**src/rtl/avmm_sha3_slave.sv**
```systemverilog
// Avalon-MM slave front-end for the SHA3 core.
// Decodes CTRL/STATUS/DATA/DIGEST registers, buffers message words in a
// first-word-fall-through FIFO feeding the core, and captures the digest.
//
//   state    | meaning
//   ---------+-----------------------------------------------------------
//   ST_IDLE  | wait_request=1; sample read/write, accept when not stalled
//   ST_ACK   | wait_request=0; transfer completes, back to IDLE next edge
module avmm_sha3_slave #(
  parameter int          FIFO_DEPTH    = 8,
  parameter int          DIGEST_WORDS  = 16,
  parameter logic [31:0] UNMAPPED_DATA = 32'hDEADBEEF
) (
  input  logic                      clk,
  input  logic                      rst,
  input  logic [7:0]                avs_s0_address,
  input  logic                      avs_s0_read,
  input  logic                      avs_s0_write,
  input  logic [31:0]               avs_s0_write_data,
  output logic [31:0]               avs_s0_read_data,
  output logic                      avs_s0_wait_request,
  output logic [31:0]               msg_data,
  output logic                      msg_last,
  output logic                      msg_valid,
  input  logic                      msg_ready,
  output logic                      core_start,
  input  logic [32*DIGEST_WORDS-1:0] digest_in,
  input  logic                      digest_valid
);

  localparam int PW = $clog2(FIFO_DEPTH);
  localparam int LW = PW + 1;

  localparam logic [0:0] ST_IDLE = 1'b0;
  localparam logic [0:0] ST_ACK  = 1'b1;

  logic [0:0]    state_q, state_d;
  logic [31:0]   rdata_q, rdata_d;
  logic          start_q, start_d;
  logic          busy_q, busy_d;
  logic          done_q, done_d;
  logic [PW-1:0] wr_ptr_q, wr_ptr_d;
  logic [PW-1:0] rd_ptr_q, rd_ptr_d;
  logic [LW-1:0] level_q, level_d;
  logic [32:0]   mem_q [FIFO_DEPTH];
  logic [32:0]   mem_d [FIFO_DEPTH];
  logic [31:0]   digest_q [DIGEST_WORDS];
  logic [31:0]   digest_d [DIGEST_WORDS];

  logic        full, empty, data_wr, accept, push, pop, ctrl_wr, do_start, do_clr;
  logic [31:0] status_word, rd_val;

  // Access decode: a DATA write stalls in IDLE while the FIFO is full.
  always_comb begin
    full     = (level_q == LW'(FIFO_DEPTH));
    empty    = (level_q == '0);
    data_wr  = avs_s0_write && (avs_s0_address == 8'h02 || avs_s0_address == 8'h03);
    accept   = (state_q == ST_IDLE) && (avs_s0_read || avs_s0_write) && !(data_wr && full);
    push     = accept && data_wr;
    ctrl_wr  = accept && avs_s0_write && (avs_s0_address == 8'h00);
    do_start = ctrl_wr && avs_s0_write_data[0];
    do_clr   = ctrl_wr && avs_s0_write_data[1];
    pop      = !empty && msg_ready;
    status_word = {16'h0, 8'(level_q), 4'h0, empty, full, done_q, busy_q};
  end

  // Read mux; a simultaneous read+write is a write and returns zero.
  always_comb begin
    rd_val = UNMAPPED_DATA;
    for (int i = 0; i < DIGEST_WORDS; i++) begin
      if (avs_s0_address == 8'(32'h10 + i)) rd_val = digest_q[i];
    end
    case (avs_s0_address)
      8'h00, 8'h02, 8'h03: rd_val = 32'h0;
      8'h01:               rd_val = status_word;
      default: ;
    endcase
    if (avs_s0_write) rd_val = 32'h0;
  end

  // Bus FSM, read-data capture and start pulse.
  always_comb begin
    state_d = ST_IDLE;
    rdata_d = rdata_q;
    start_d = do_start;
    if (state_q == ST_IDLE && accept) begin
      state_d = ST_ACK;
      rdata_d = rd_val;
    end
  end

  // Control/status flags; START wins over a same-edge digest for BUSY/DONE.
  always_comb begin
    busy_d   = busy_q;
    done_d   = done_q;
    digest_d = digest_q;
    if (digest_valid) begin
      busy_d = 1'b0;
      done_d = 1'b1;
      for (int i = 0; i < DIGEST_WORDS; i++) digest_d[i] = digest_in[32*i +: 32];
    end
    if (do_clr) done_d = 1'b0;
    if (do_start) begin
      busy_d = 1'b1;
      done_d = 1'b0;
    end
  end

  // FIFO pointers and storage; a flush overrides any same-edge pop.
  always_comb begin
    wr_ptr_d = wr_ptr_q;
    rd_ptr_d = rd_ptr_q;
    level_d  = level_q;
    mem_d    = mem_q;
    if (push) mem_d[wr_ptr_q] = {(avs_s0_address == 8'h03), avs_s0_write_data};
    if (do_clr) begin
      wr_ptr_d = '0;
      rd_ptr_d = '0;
      level_d  = '0;
    end else begin
      if (push) wr_ptr_d = wr_ptr_q + PW'(1);
      if (pop)  rd_ptr_d = rd_ptr_q + PW'(1);
      level_d = level_q + LW'(push) - LW'(pop);
    end
  end

  // State registers.
  always_ff @(posedge clk or negedge rst) begin
    if (!rst) begin
      state_q  <= ST_IDLE;
      rdata_q  <= 32'h0;
      start_q  <= 1'b0;
      busy_q   <= 1'b0;
      done_q   <= 1'b0;
      wr_ptr_q <= '0;
      rd_ptr_q <= '0;
      level_q  <= '0;
      for (int i = 0; i < FIFO_DEPTH; i++)   mem_q[i]    <= '0;
      for (int i = 0; i < DIGEST_WORDS; i++) digest_q[i] <= '0;
    end else begin
      state_q  <= state_d;
      rdata_q  <= rdata_d;
      start_q  <= start_d;
      busy_q   <= busy_d;
      done_q   <= done_d;
      wr_ptr_q <= wr_ptr_d;
      rd_ptr_q <= rd_ptr_d;
      level_q  <= level_d;
      mem_q    <= mem_d;
      digest_q <= digest_d;
    end
  end

  assign avs_s0_wait_request = (state_q == ST_IDLE);
  assign avs_s0_read_data    = rdata_q;
  assign core_start          = start_q;
  assign msg_valid           = !empty;
  assign msg_data            = empty ? 32'h0 : mem_q[rd_ptr_q][31:0];
  assign msg_last            = empty ? 1'b0  : mem_q[rd_ptr_q][32];

endmodule

```
**config.mk**
```make
export PLATFORM = sky130hd
export DESIGN_NAME = avmm_sha3_slave
export DESIGN_NICKNAME = d
export VERILOG_FILES = /design/src/rtl/avmm_sha3_slave.sv
export SDC_FILE = /design/constraint.sdc
export NUM_CORES = 1
export LEC_CHECK = 0
export BUFFER_PORTS_ARGS = -buffer_cell sky130_fd_sc_hd__buf_2
export CAP_MARGIN = 20
export CORE_AREA = 2 2 238 299
export DETAILED_ROUTE_END_ITERATION = 16
export DIE_AREA = 0 0 240 301
export PLACE_DENSITY = 0.81
export SLEW_MARGIN = 25
export SYNTH_ARGS = -nofsm -noshare
export SYNTH_HDL_FRONTEND = slang
export SYNTH_SLANG_ARGS = --single-unit
```
**constraint.sdc**
```tcl
create_clock -name clk -period 2.87 [get_ports clk]
set_input_delay 0.861 -clock clk [delete_from_list [all_inputs] [get_ports clk]]
set_output_delay 0.861 -clock clk [all_outputs]
set_load 0.05 [all_outputs]
```
# Yosys cells after proc, flatten, opt, wreduce, memory -nomap -nowiden
# Index checks and enable logic that the tools add are counted.
# W data, S select, Z words.
dict set report totals {
  ff_bits 822
  latchBits 0
  mem_bits_rw 0
  rom_bits 0
  in_bits 558
  out_inout_bits 68
  elab_cells 122
  memories 0
}
dict set report op_classes {
  n_addsub 4
  mul 0
  div 0
  n_lt_le_gt_ge 3
  n_eq_ne 20
  shift 0
  n_mux 37
  bitwise 3
  reduce_logical 23
}
# operator n
set ops {}
lappend ops {{$mux W32} 18}
lappend ops {{$bwmux W264} 1}
lappend ops {{$eq A8 B5 Y1 const B} 16}
lappend ops {{$bmux W33 S3} 1}
lappend ops {{$demux W33 S3} 1}
lappend ops {{$mux W33} 3}
lappend ops {{$pmux W32 S2} 1}
lappend ops {{$eq A8 B2 Y1 const B} 2}
lappend ops {{$logic_and A1 B1 Y1} 12}
lappend ops {{$mux W3} 4}
lappend ops {{$eq A8 B1 Y1 const B} 1}
lappend ops {{$ge A4 B4 Y1 const B} 2}
lappend ops {{$logic_not A8 Y1} 1}
lappend ops {{$not A3 Y4} 2}
lappend ops {{$mux W1} 7}
lappend ops {{$add A3 B1 Y3 const B} 2}
lappend ops {{$reduce_bool A2 Y1} 3}
lappend ops {{$add A4 B1 Y4} 1}
lappend ops {{$eq A4 B4 Y1 const B} 1}
lappend ops {{$logic_not A4 Y1} 1}
lappend ops {{$lt A4 B1 Y1 const B} 1}
lappend ops {{$mux W4} 1}
lappend ops {{$sub A4 B1 Y4} 1}
lappend ops {{$reduce_bool A3 Y1} 1}
lappend ops {{other kinds (4)} 6}

# Longest topological paths before layout
# Gate-level depths: netlist (run 1).
dict set report logic_depth {
  ltp_word 19
  mapped_depth 14
  depth_no_buf 13
}

# Worst setup path after synthesis (run 1)
# OpenSTA, ideal clock, no wires.
dict set report synth_timing {
  path_type {register to output}
  from {register rd_ptr_q[0]}
  to {output msg_data[10]}
  t_arrival_ps 2050
  required_ps 2009
  setup_slack_ps -41
  path_stages_with_launch 6
  n_path_buf 2
  cell_sequence {dfrtp_1 > clkbuf_1 > buf_1 > mux4_2 > mux2i_1 > nor2_1}
}
dict set report synth_between {
  elab_chain_len 5
}
# element line_no
set synth_lines {}
lappend synth_lines {{from (decl)} 43} ;# logic [PW-1:0] rd_ptr_q, rd_ptr_d;
lappend synth_lines {{from (signal assigned)} 147} ;# rd_ptr_q <= rd_ptr_d;
lappend synth_lines {{$not A3 Y4 (implied by the code)} 158} ;# assign msg_data = empty ? 32'h0 : mem_q[rd_ptr_q][31:0];
lappend synth_lines {{$bmux W33 S3} 158}
lappend synth_lines {{$mux W33 (2 in a row)} --}
lappend synth_lines {{$mux W32} 158}
lappend synth_lines {{to (decl)} 22} ;# output logic [31:0] msg_data,
# Every way passes these cells. The select of a mux whose other input is x is not followed.

# Worst setup path in the final report (run 1)
# Ends and elaborated chain as after synthesis.

==> results of run 1 <==
-- cells by family (layout without fill, tap and decap cells) --
logic type	count (synthesis)	in the layout	share of synthesized area [%]
fa+ha+maj	9	9	0.317
mux	932	932	29.9
flops	822	822	54.3
buf+inv	229	1081	2.70
simple gates	368	368	5.03
other cells	0	41	0
compound gates	439	439	7.54
xor+xnor	6	6	0.139
-- cells in the mapped netlist (11+ instances only) --
library cell,count,area (µm²)
sky130_fd_sc_hd__a211oi_1,11,82.6
sky130_fd_sc_hd__nor3_1,38,190
sky130_fd_sc_hd__nor2b_1,13,81.3
sky130_fd_sc_hd__o22ai_1,52,325
sky130_fd_sc_hd__nand3_1,21,105
sky130_fd_sc_hd__buf_2,55,275
sky130_fd_sc_hd__inv_1,20,75.1
sky130_fd_sc_hd__mux2i_1,63,631
sky130_fd_sc_hd__clkbuf_1,115,432
sky130_fd_sc_hd__mux2_1,34,383
sky130_fd_sc_hd__a22oi_1,20,150
sky130_fd_sc_hd__and3_1,11,68.8
sky130_fd_sc_hd__a32oi_1,11,96.3
sky130_fd_sc_hd__o221ai_1,23,201
sky130_fd_sc_hd__mux4_2,81,1820
sky130_fd_sc_hd__mux2_2,754,8490
sky130_fd_sc_hd__buf_4,13,97.6
sky130_fd_sc_hd__a221o_1,11,110
sky130_fd_sc_hd__dfrtp_1,822,20600
sky130_fd_sc_hd__o21ai_0,106,531
sky130_fd_sc_hd__buf_1,18,67.6
sky130_fd_sc_hd__nand2_1,119,447
sky130_fd_sc_hd__a21oi_1,99,495
sky130_fd_sc_hd__nor2_1,99,372
-- where the power goes --
part / total [mW] / switching [mW] / internal (mW) / leakage (nW)
Sequential: 13.2 / 0.686 / 12.5 / 10.2
Clock: 11.3 / 4.86 / 6.42 / 1.37
Combinational: 5.72 / 2.99 / 2.73 / 10.5
Total: 30.2 / 8.53 / 21.6 / 22.1
-- flip-flops by register name, summed over array words and instances (netlist names) --
register	count
avs_s0_read_data	32
busy_q	1
core_start	1
digest_q	512
done_q	1
level_q	4
mem_q	264
rd_ptr_q	3
state_q	1
wr_ptr_q	3
-- final timing paths --
check,to,depth (start not counted)
min in group clk,digest_q[139],2
max in group asynchronous,digest_q[473],2
hold reg to reg,mem_q[197],2
setup / recovery,msg_data[10],6
hold / removal,mem_q[228],1
setup reg to reg,mem_q[54],9
-- timing repair --
item,in CTS,in global routing
pin swaps,0,6
cloned,5,2
hold buffers,0,0
resized for setup,79,9
endpoints found under the setup margin,34,34
setup buffers,6,1
-- layout make-up --
class                   count  area share, %
diodes                     41          0.215
clock buffers             101           4.68
clock inverters            45           1.17
inverters                  22          0.173
multi-input cells        1754           34.4
flip-flops and latches    822           43.1
well taps                 935           2.45
repair buffers            913           13.8
-- worst register-to-register path: cells and delay by family, from the launching register on --
family | cells | cell delay (ns)
adder cells (fa/ha/maj) | 1 | 0.16
buffers and inverters | 3 | 0.49
flip-flops | 1 | 0.41
multiplexers | 1 | 0.37
AND/OR/NAND/NOR | 4 | 1.00
-- metrics by stage --
| stage | power [mW] | util [%] | TNS, ns | setup slack, ns |
|---|---|---|---|---|
| after global placement | 18.2 | 64.1 | -0.919 | -0.138 |
| after global routing | 31.1 | 69.0 | -14.87 | -0.548 |
| after detailed placement | 18.3 | 64.1 | -3.73 | -0.150 |
| after CTS | 30.0 | 68.8 | -12.93 | -0.443 |
| after floorplan | 16.0 | - | 0 | 0.0306 |
| final | 30.2 | 69.0 | -12.93 | -0.513 |
-- layer usage --
layer	global-route usage, %	part of all wire (%)	routed length [µm]	up-vias
li1	-	-	-	12100
met1	46.0	36	49200	14700
met2	60.8	48	65600	1672
met3	10.2	9.4	12800	439
met4	18.9	5.8	7860	46
met5	0	0.20	276	-
==> impl_summary.md, run 1 <==
Routing
The number of nets with antenna violations after routing is 0. The pre-antenna-repair detailed-routing pass consisted of 6 iterations. The residual DRC count is 0.

The detailed router finished its first iteration with 2,703 violations. The total length of routed wires is 136,000 µm. The total number of vias is 29,000.

After detailed routing, the number of vias per cell comes to 6.25. After detailed routing, the average wire length per cell comes to 29.3 µm.

Run status
The flow ran to the end, but the final reports show violations. The checks that failed: setup timing.

Timing
Setup repair after global routing could not meet its margin everywhere. The smallest hold slack is 0.218 ns. For the pin with the worst max-slew slack, the measured transition is 0.762 ns. The number of endpoints with negative hold slack in the final report came to 0. The setup violation total in the final timing report is 33. The share of the clock period used by the worst path after layout is 118%. The maximum operating frequency is 296 MHz. The worst clock skew on the final layout is 0.0204 ns. The worst max-slew margin expressed relative to the limit is 49.2%. The smallest setup slack after layout is -0.513 ns. The final critical delay including setup and external delays is 3.38 ns. The number of max-slew violations in the final report is 0.

Global routing
Global routing consumed, over all layers together, 37.4% of the routing resources. The first global-routing pass estimated 197,000 µm of wire. The total congestion overflow after global routing is 0. The maximum number of pins on one net before global-route repair is 90. The number of antenna violations at the first check in global routing is 66. The via count of the first global-routing pass was 29,800.

Critical path
Grouping stages by cell kind, the critical path spends the most delay in multiplexers. Walking the worst path, the cells encountered are buf_12 -> clkbuf_16 -> mux4_2 -> mux2i_1 -> nor2_2 -> buf_6. The count of buffering cells on the critical path with inverters included is 3. The startpoint class of the critical path is a register. Across all register-to-register paths, the minimum setup slack is 0.32 ns. The critical path required time is 2.01 ns. Along the worst path, the maximum fanout reaches 5. The largest stage delay on the critical path is 0.55 ns. STA classifies the critical path endpoint as an output pin.

The slowest stage of the critical path belongs to the cell sky130_fd_sc_hd__mux4_2. The category of the critical setup timing path is reg -> out. Data arrives at the worst endpoint at 2.52 ns. The worst flop-to-flop path startpoint is level_q[2]. The timing startpoint of the critical path is rd_ptr_q[0].

Place
Summing all placed instances gives a cell area of 44,300 µm². The routability congestion estimate from global placement is 0.975. The count of buffers added on input and output ports is 625. The number of placed instances with taps included is 4,433.

Detailed placement finished with a half-perimeter wire length of 98,900 µm.

CTS
The clock sink count is 822. The number of clock buffers inserted by TritonCTS is 83. The clock latency on the worst-skew pair is 0.65 ns.

The H-tree was split into 3 levels. In this run the clock root is driven by a sky130_fd_sc_hd__clkbuf_16. After clock tree synthesis, the clock-pin slew on the worst setup and hold paths is 0.06 ns.

The maximum number of buffers from clock root to sink is 3. The clock tree from TritonCTS is yes.

Pwr
The worst-case vdd ir drop is 0.553 mV. In this run the static leakage power is 22.1 nW. The total power divided by cell area is 631 nW/µm².

Yosys
The average size of a mapped cell is 13.5 µm². The sequential element share of the synthesized area is 54.3%. The synthesized design contains 822 register bits. The most used flip-flop cell after synthesis is sky130_fd_sc_hd__dfrtp_1.

The number of nets in the synthesized netlist is 3,372. The number of instances in the synthesized netlist is 2,805. The cell area after synthesis is 37,900 µm². In the synthesized netlist the async set-or-reset flop fraction comes to 100%.

The number of unique standard cell types used by synthesis is 84. The Yosys warning count is 0. In this run, synthesis inferred 0 flip-flops with an integrated enable.

Floorplan
During I/O placement, the number of pins put on the boundary was 626. The y dimension of the die is 301 µm. The starting density of the core is 54.7%. The floorplan has 108 rows. The floorplan step set the die width to 240 µm. The area of the core is 69,200 µm². The full die area is 72,200 µm².

Finish
The fraction of layout instances using a drive strength above 1 is 53.8%. Relative to the synthesized area, the layout overhead comes to 26.2%. The post-layout net count is 4,163.

Summing all flip-flop and latch instances after layout gives 20,600 µm². The final design instance area without fill is 47,800 µm². Counting the fill cells in the layout gives 4,833. Leaving out fill and tap cells, the most frequent cell in the layout is sky130_fd_sc_hd__dfrtp_1.

The top cell types in the final layout, fill and taps aside, are sky130_fd_sc_hd__dfrtp_1, sky130_fd_sc_hd__mux2_2, sky130_fd_sc_hd__buf_2. The footprint of the multi-input gates is 16,400 µm². The non-filler instance count after layout is 4,633.

Run
The reported max-cap violation count is 0.

Worst hold path
The worst min-delay path class is in -> async.
(Power assumes the default switching activity.)
==> run 2, diff against run 1 <==
Clock period 2.87 ns to 4 ns, I/O delays scaled along.
==> impl_summary.md, run 2 (same netlist as run 1, synthesis figures left out) <==
Timing
Setup slack on the critical path of the routed design comes to 0.266 ns. For the pin with the worst max-slew slack, the measured transition is 1.00 ns. After layout, the worst path uses 93.3% of the clock period. The final critical delay including setup and external delays is 3.73 ns. Setup violations remaining at the end of the flow were counted as 0. Timing would allow up to 268 MHz. The number of max-slew violations in the final report was 0. The worst clock skew on the final layout is 0.0363 ns. The number of endpoints with negative hold slack in the final report is 0. The worst pin sits at a relative slew slack of 33.2%. Setup total negative slack on the finished layout was measured at 0 ns. Setup repair after global routing left no endpoint under its margin.

Place
Detailed placement ended at an HPWL of 99,000 µm. The port buffer count is 625. OpenSTA, run right after detailed placement, puts the worst setup slack at 0.374 ns. The routability congestion estimate from global placement is 1.00. Summing all placed instances gives a cell area of 42,800 µm².

Critical path
The end of the worst register-to-register path is mem_q[190]. The reg-to-reg setup timing slack is 0.93 ns. The category of the critical setup timing path is reg -> out. In this run the worst setup path terminates at msg_data[7]. In this run the critical register-to-register path is launched from level_q[2]. Data arrives at the worst endpoint at 2.53 ns.

The worst-path maximum fanout is 44. The endpoint class of the critical path is an output pin. The startpoint class of the critical path is a register. The number of cells on the worst reg-to-reg path is 9.

The most critical setup path has its startpoint at rd_ptr_q[0]. STA puts the critical path data required time at 2.80 ns.

Finish
The library cell used most frequently in the layout, excluding fill and tap cells, is sky130_fd_sc_hd__dfrtp_1. In the layout the commonest cells are sky130_fd_sc_hd__dfrtp_1, sky130_fd_sc_hd__mux2_2, sky130_fd_sc_hd__buf_2. The flip-flop count of the largest register after layout is 512.

The footprint of the multi-input gates is 16,300 µm². The fraction of layout instances using a drive strength above 1 is 50.8%. The finished cells cover 45,800 µm².

Relative to the synthesized area, the layout overhead comes to 21.1%. Ranked by flip-flop count, first place goes to digest_q. The register area is 20,600 µm².

The number of filler instances in the final layout is 5,037. The post-layout net count is 4,009.

Pwr
In this run the power spent charging and discharging nets is 5.98 mW. The combinational share of power is 16.1%. VDD sags by at most 0.388 mV. Sequential cells burn 44.2% of the power. Power comes to 21.4 mW. Dividing total power by cell area gives a power density of 468 nW/µm². The switching part of the total is 27.9%. The clock group share of total power is 39.7%.

In this run the static leakage power is 21.2 nW. The internal power of the cells totals 15.5 mW.

CTS
For this design, the CTS-stage hold fixing added 0 buffers. The clock tree from TritonCTS is yes. The post-CTS clock slew at the launch and capture registers of the worst setup and hold paths is 0.06 ns.

Counting the buffers created by CTS gives 83. The clock passes through at most 3 buffers. The later pin in the worst-skew pair is clocked with a latency of 0.65 ns. The number of setup buffers added after CTS is 0. The clock sink count is 822.

In this run the number of H-tree levels came out at 3. After clock tree synthesis, the repair step resized 0 gates. The clock tree root buffer cell is sky130_fd_sc_hd__clkbuf_16.

Routing
Dividing the detail-routed wire length by the instance count gives 29.7 µm. For this block, the initial DRC count from the detailed router was 2,994. For this block, the routed nets add up to 133,000 µm of wire. The average vias per placed instance is 6.34.

In the routed design, unresolved DRC markers number 0. The count of nets left with antenna violations once routing finished came out at 0. The first detailed-routing pass took 6 iterations. The total number of vias is 28,400.

Floorplan
The total number of placement rows is 108. 626 I/O pins were placed. The die is 301 µm tall. The floorplan step defined a die boundary enclosing 72,200 µm². The area of the core is 69,200 µm². The initial utilization of the core area, before any placement, comes to 54.7%.

The die width is 240 µm.

Global routing
The number of antenna violations at the first check in global routing is 71. The maximum number of pins on one net before global-route repair is 96. The global-route total usage across every layer is 36.9%. The via count of the first global-routing pass is 29,000. The total congestion overflow after global routing is 0. The first-pass GRT wire length is 193,000 µm.

Worst hold path
The worst min-delay path class is reg -> reg.

Run
Max-cap violations in this run came to 0.

Run status
The flow ran to the end, and the final reports show no timing, DRC or antenna violations.
[run 2: how the worst min path moves through the flow]
stage                           from  slack [ns]  depth (start not counted)    endpoint
after floorplan           mem_q[197]        0.44                          2  mem_q[197]
after global placement    mem_q[164]        0.46                          2  mem_q[164]
after detailed placement   mem_q[32]        0.47                          2   mem_q[32]
after CTS                  mem_q[32]        0.48                          2   mem_q[32]
after global routing      mem_q[164]        0.50                          2  mem_q[164]
final                      mem_q[32]        0.48                          2   mem_q[32]
[run 2: area by class of cell]
type,count,share of cell area [%]
multi-input cells,1754,35.6
flip-flops and latches,822,44.9
well taps,935,2.55
clock buffers,106,5.07
clock inverters,48,1.47
repair buffers,759,10.0
inverters,22,0.180
diodes,36,0.197
[run 2: per-layer routing]
layer	vias to the layer above	routed length, µm	GRT usage [%]
met2	1667	62200	57.8
met1	14400	47800	45.6
met3	504	13600	10.3
met5	-	340	0
li1	11800	-	-
met4	54	9360	22.8
[run 2: power groups by stage]
| stage | Sequential (mW) | Clock [mW] | Combinational [mW] |
|---|---|---|---|
| 6_report | 9.49 | 8.51 | 3.44 |
| 5_1_grt | 9.54 | 8.94 | 3.66 |
| 4_1_cts | 9.47 | 8.57 | 3.44 |
| 3_5_place_dp | 9.61 | 0 | 3.42 |
| 3_3_place_gp | 9.60 | 0 | 3.39 |
| 2_1_floorplan | 9.47 | 0 | 2.03 |
[run 2: per-stage QoR]
step           std cells  hold WS [ns]  util (%)
2_1_floorplan       2805         0.445         -
3_3_place_gp        4292         0.457      61.8
3_5_place_dp        4292         0.468      61.8
4_1_cts             4446         0.482      66.1
5_1_grt             4470         0.496      66.2
6_report            4482         0.477      66.3
[run 2: critical path, stage by stage (launching register included)]
cell and delay (ns):
sky130_fd_sc_hd__dfrtp_4 0.44, sky130_fd_sc_hd__buf_12 0.32, sky130_fd_sc_hd__mux4_2 0.56, sky130_fd_sc_hd__mux2i_1 0.18, sky130_fd_sc_hd__nor2_1 0.11, sky130_fd_sc_hd__buf_2 0.25
==> run 3, diff against run 2 <==
Clock period 4 ns to 4.7 ns, I/O delays scaled along.
==> impl_summary.md, run 3 (same netlist as run 1, synthesis figures left out) <==
Timing
The slew of the pin with the lowest slew margin is 0.890 ns. The setup TNS is 0 ns. The number of endpoints with negative hold slack in the final report is 0. For the final database, setup skew stands at 0.0343 ns. The worst max-slew margin expressed relative to the limit is 40.6%. The maximum operating frequency is 235 MHz.

Setup repair after global routing left no endpoint under its margin. Setup violations remaining at the end of the flow were counted as 0. The number of max-slew violations in the final report is 0.

The share of the clock period used by the worst path after layout is 90.7%. The final critical delay including setup and external delays is 4.26 ns.

Critical path
The cell type of the slowest stage on the worst timing path is sky130_fd_sc_hd__dfrtp_4. Along the worst path, the maximum fanout reaches 28. STA classifies the critical path startpoint as a register. STA puts the critical path data required time at 3.29 ns.

Data on the critical path arrives at its endpoint at 2.85 ns. On the worst path, the slowest cell contributes a delay of 0.77 ns. Counting both buffers and inverters, the worst setup path holds a total of 2. The critical path in this run is classified as reg -> out. In this design, the largest share of critical-path delay is due to multiplexers. Walking the worst path, the cells encountered are buf_12 -> mux4_2 -> mux2i_1 -> nor2_1 -> buf_2. STA classifies the critical path endpoint as an output pin.

Pwr
The total power divided by cell area is 393 nW/µm². The cell leakage power is 20.8 nW. The worst-case vdd ir drop is 0.304 mV.

CTS
The maximum number of buffers from clock root to sink is 3. TritonCTS built the clock tree. The deepest level of the CTS H-tree is 3. The clock latency on the worst-skew pair is 0.66 ns. The clock sink count is 822. After clock tree synthesis, the clock-pin slew on the worst setup and hold paths is 0.07 ns. In this run, CTS created clock tree buffers numbering 83. The clock tree root buffer cell is sky130_fd_sc_hd__clkbuf_16. In this run, post-CTS hold repair placed 0 buffers. Once the clock tree was built, the setup fixing pass inserted 0 buffers.

The post-cts gate resize count is 0.

Floorplan
The y dimension of the die is 301 µm. Pin placement for this block handled 626 I/O pins. The die width is 240 µm.

The floorplan has 108 rows. The starting density of the core is 54.7%. The full die area is 72,200 µm². The area of the core is 69,200 µm².

Finish
Once layout is complete, the utilization of the core stands at 65.3%. The register with the most flip-flops in the layout has 512 of them. For this run, the number of standard cells in the final layout without fillers is 4,449. The register name with the most flops is digest_q. In the final design database the tool counted 3,969 nets.

In the final layout, the share of cells above drive strength 1 is 50.0%. The synthesis-to-finish area growth is 19.4%. The top cell types in the final layout, fill and taps aside, are sky130_fd_sc_hd__dfrtp_1, sky130_fd_sc_hd__mux2_2, sky130_fd_sc_hd__buf_2. The library cell used most frequently in the layout, excluding fill and tap cells, is sky130_fd_sc_hd__dfrtp_1.

Global routing
For met1 alone, demand over resource in global routing was 45.1%. The maximum number of pins on one net before global-route repair is 91. Global routing used 36.3% of the available tracks across all layers. The first-pass GRT wire length is 190,000 µm. The global routing usage on met3 is 9.29%. The number of antenna violations at the first check in global routing is 86. The most crowded layer after global routing is met2. For met2 alone, demand over resource in global routing was 57.6%.

The via count of the first global-routing pass is 28,700. The total congestion overflow after global routing is 0.

Routing
The residual DRC count is 0. The number of nets with antenna violations after routing is 0. Summing over every cut layer, the via total after detailed routing is 27,900. Wires add up to 132,000 µm.

After detailed routing, the average wire length per cell comes to 29.6 µm. Dividing the detail-routed via count by the number of cells gives 6.27. The total iterations of the first detailed-routing run is 6. The first-iteration detailed-routing DRC count is 2,595.

Place
The number of placed instances with taps included is 4,252. The port buffer count is 625. Detailed placement ended at an HPWL of 96,200 µm.

At the end of routability-driven placement, the weighted congestion stood at 0.936.

Run status
The run finished with clean final reports.

Run
The reported max-cap violation count is 0.

Worst hold path
The worst min-delay path class is reg -> reg.
-- run 3: cell types whose count changed in the layout (fill, tap and decap cells not counted), sizes merged --
cell,change
buf,-40
bufinv,-8
clkbuf,+4
clkinv,+1
clkinvlp,-2
diode,+12
-- run 3: stage by stage --
| stage | power, mW | hold slack [ns] | setup WS (ns) | area (µm²) |
|---|---|---|---|---|
| floorplan | 9.79 | 0.445 | 1.24 | 37900 |
| global placement | 11.0 | 0.454 | 0.442 | 42200 |
| detailed placement | 11.0 | 0.468 | 0.361 | 42200 |
| CTS | 17.8 | 0.483 | 0.393 | 45100 |
| global route | 18.3 | 0.501 | 0.318 | 45200 |
| finish | 17.8 | 0.480 | 0.436 | 45200 |
-- run 3: cell type report --
class	instances	area (µm²)
diodes	48	120
fillers	5229	24000
inverters	22	82.6
well taps	935	1170
repair buffers	719	4090
flip-flops and latches	822	20600
multi-input cells	1754	16300
clock inverters	39	500
clock buffers	110	2330
-- run 3: layer usage --
| layer | up-vias | wire (µm) |
|---|---|---|
| li1 | 11700 | - |
| met1 | 14300 | 48400 |
| met2 | 1514 | 62800 |
| met3 | 421 | 12100 |
| met4 | 48 | 8190 |
| met5 | - | 312 |
-- run 3: report_power, final --
group          total, mW  internal, mW  switching [mW]  leakage (nW)
Sequential          8.12          7.61           0.509          10.2
Combinational       2.79          1.27            1.53          9.22
Clock               6.84          3.83            3.01          1.38
-- run 3: tightest hold or removal path: stages, from the launching register on --
cell,delay [ns]
sky130_fd_sc_hd__dfrtp_1,0.34
sky130_fd_sc_hd__nand2_1,0.04
sky130_fd_sc_hd__o21ai_0,0.06
-- run 3: worst paths after layout --
path                                            from                   end  slack, ns  cells past startpoint
worst min register to register  avs_s0_read_data[14]  avs_s0_read_data[14]       0.48                      2
max in group asynchronous                        rst         digest_q[102]       2.82                      2
worst min-delay path            avs_s0_read_data[14]  avs_s0_read_data[14]       0.48                      2
min in group asynchronous                        rst            mem_q[127]       0.84                      1
worst max-delay path                     rd_ptr_q[0]           msg_data[3]       0.44                      5
worst max register to register            level_q[2]            level_q[2]       1.60                     12
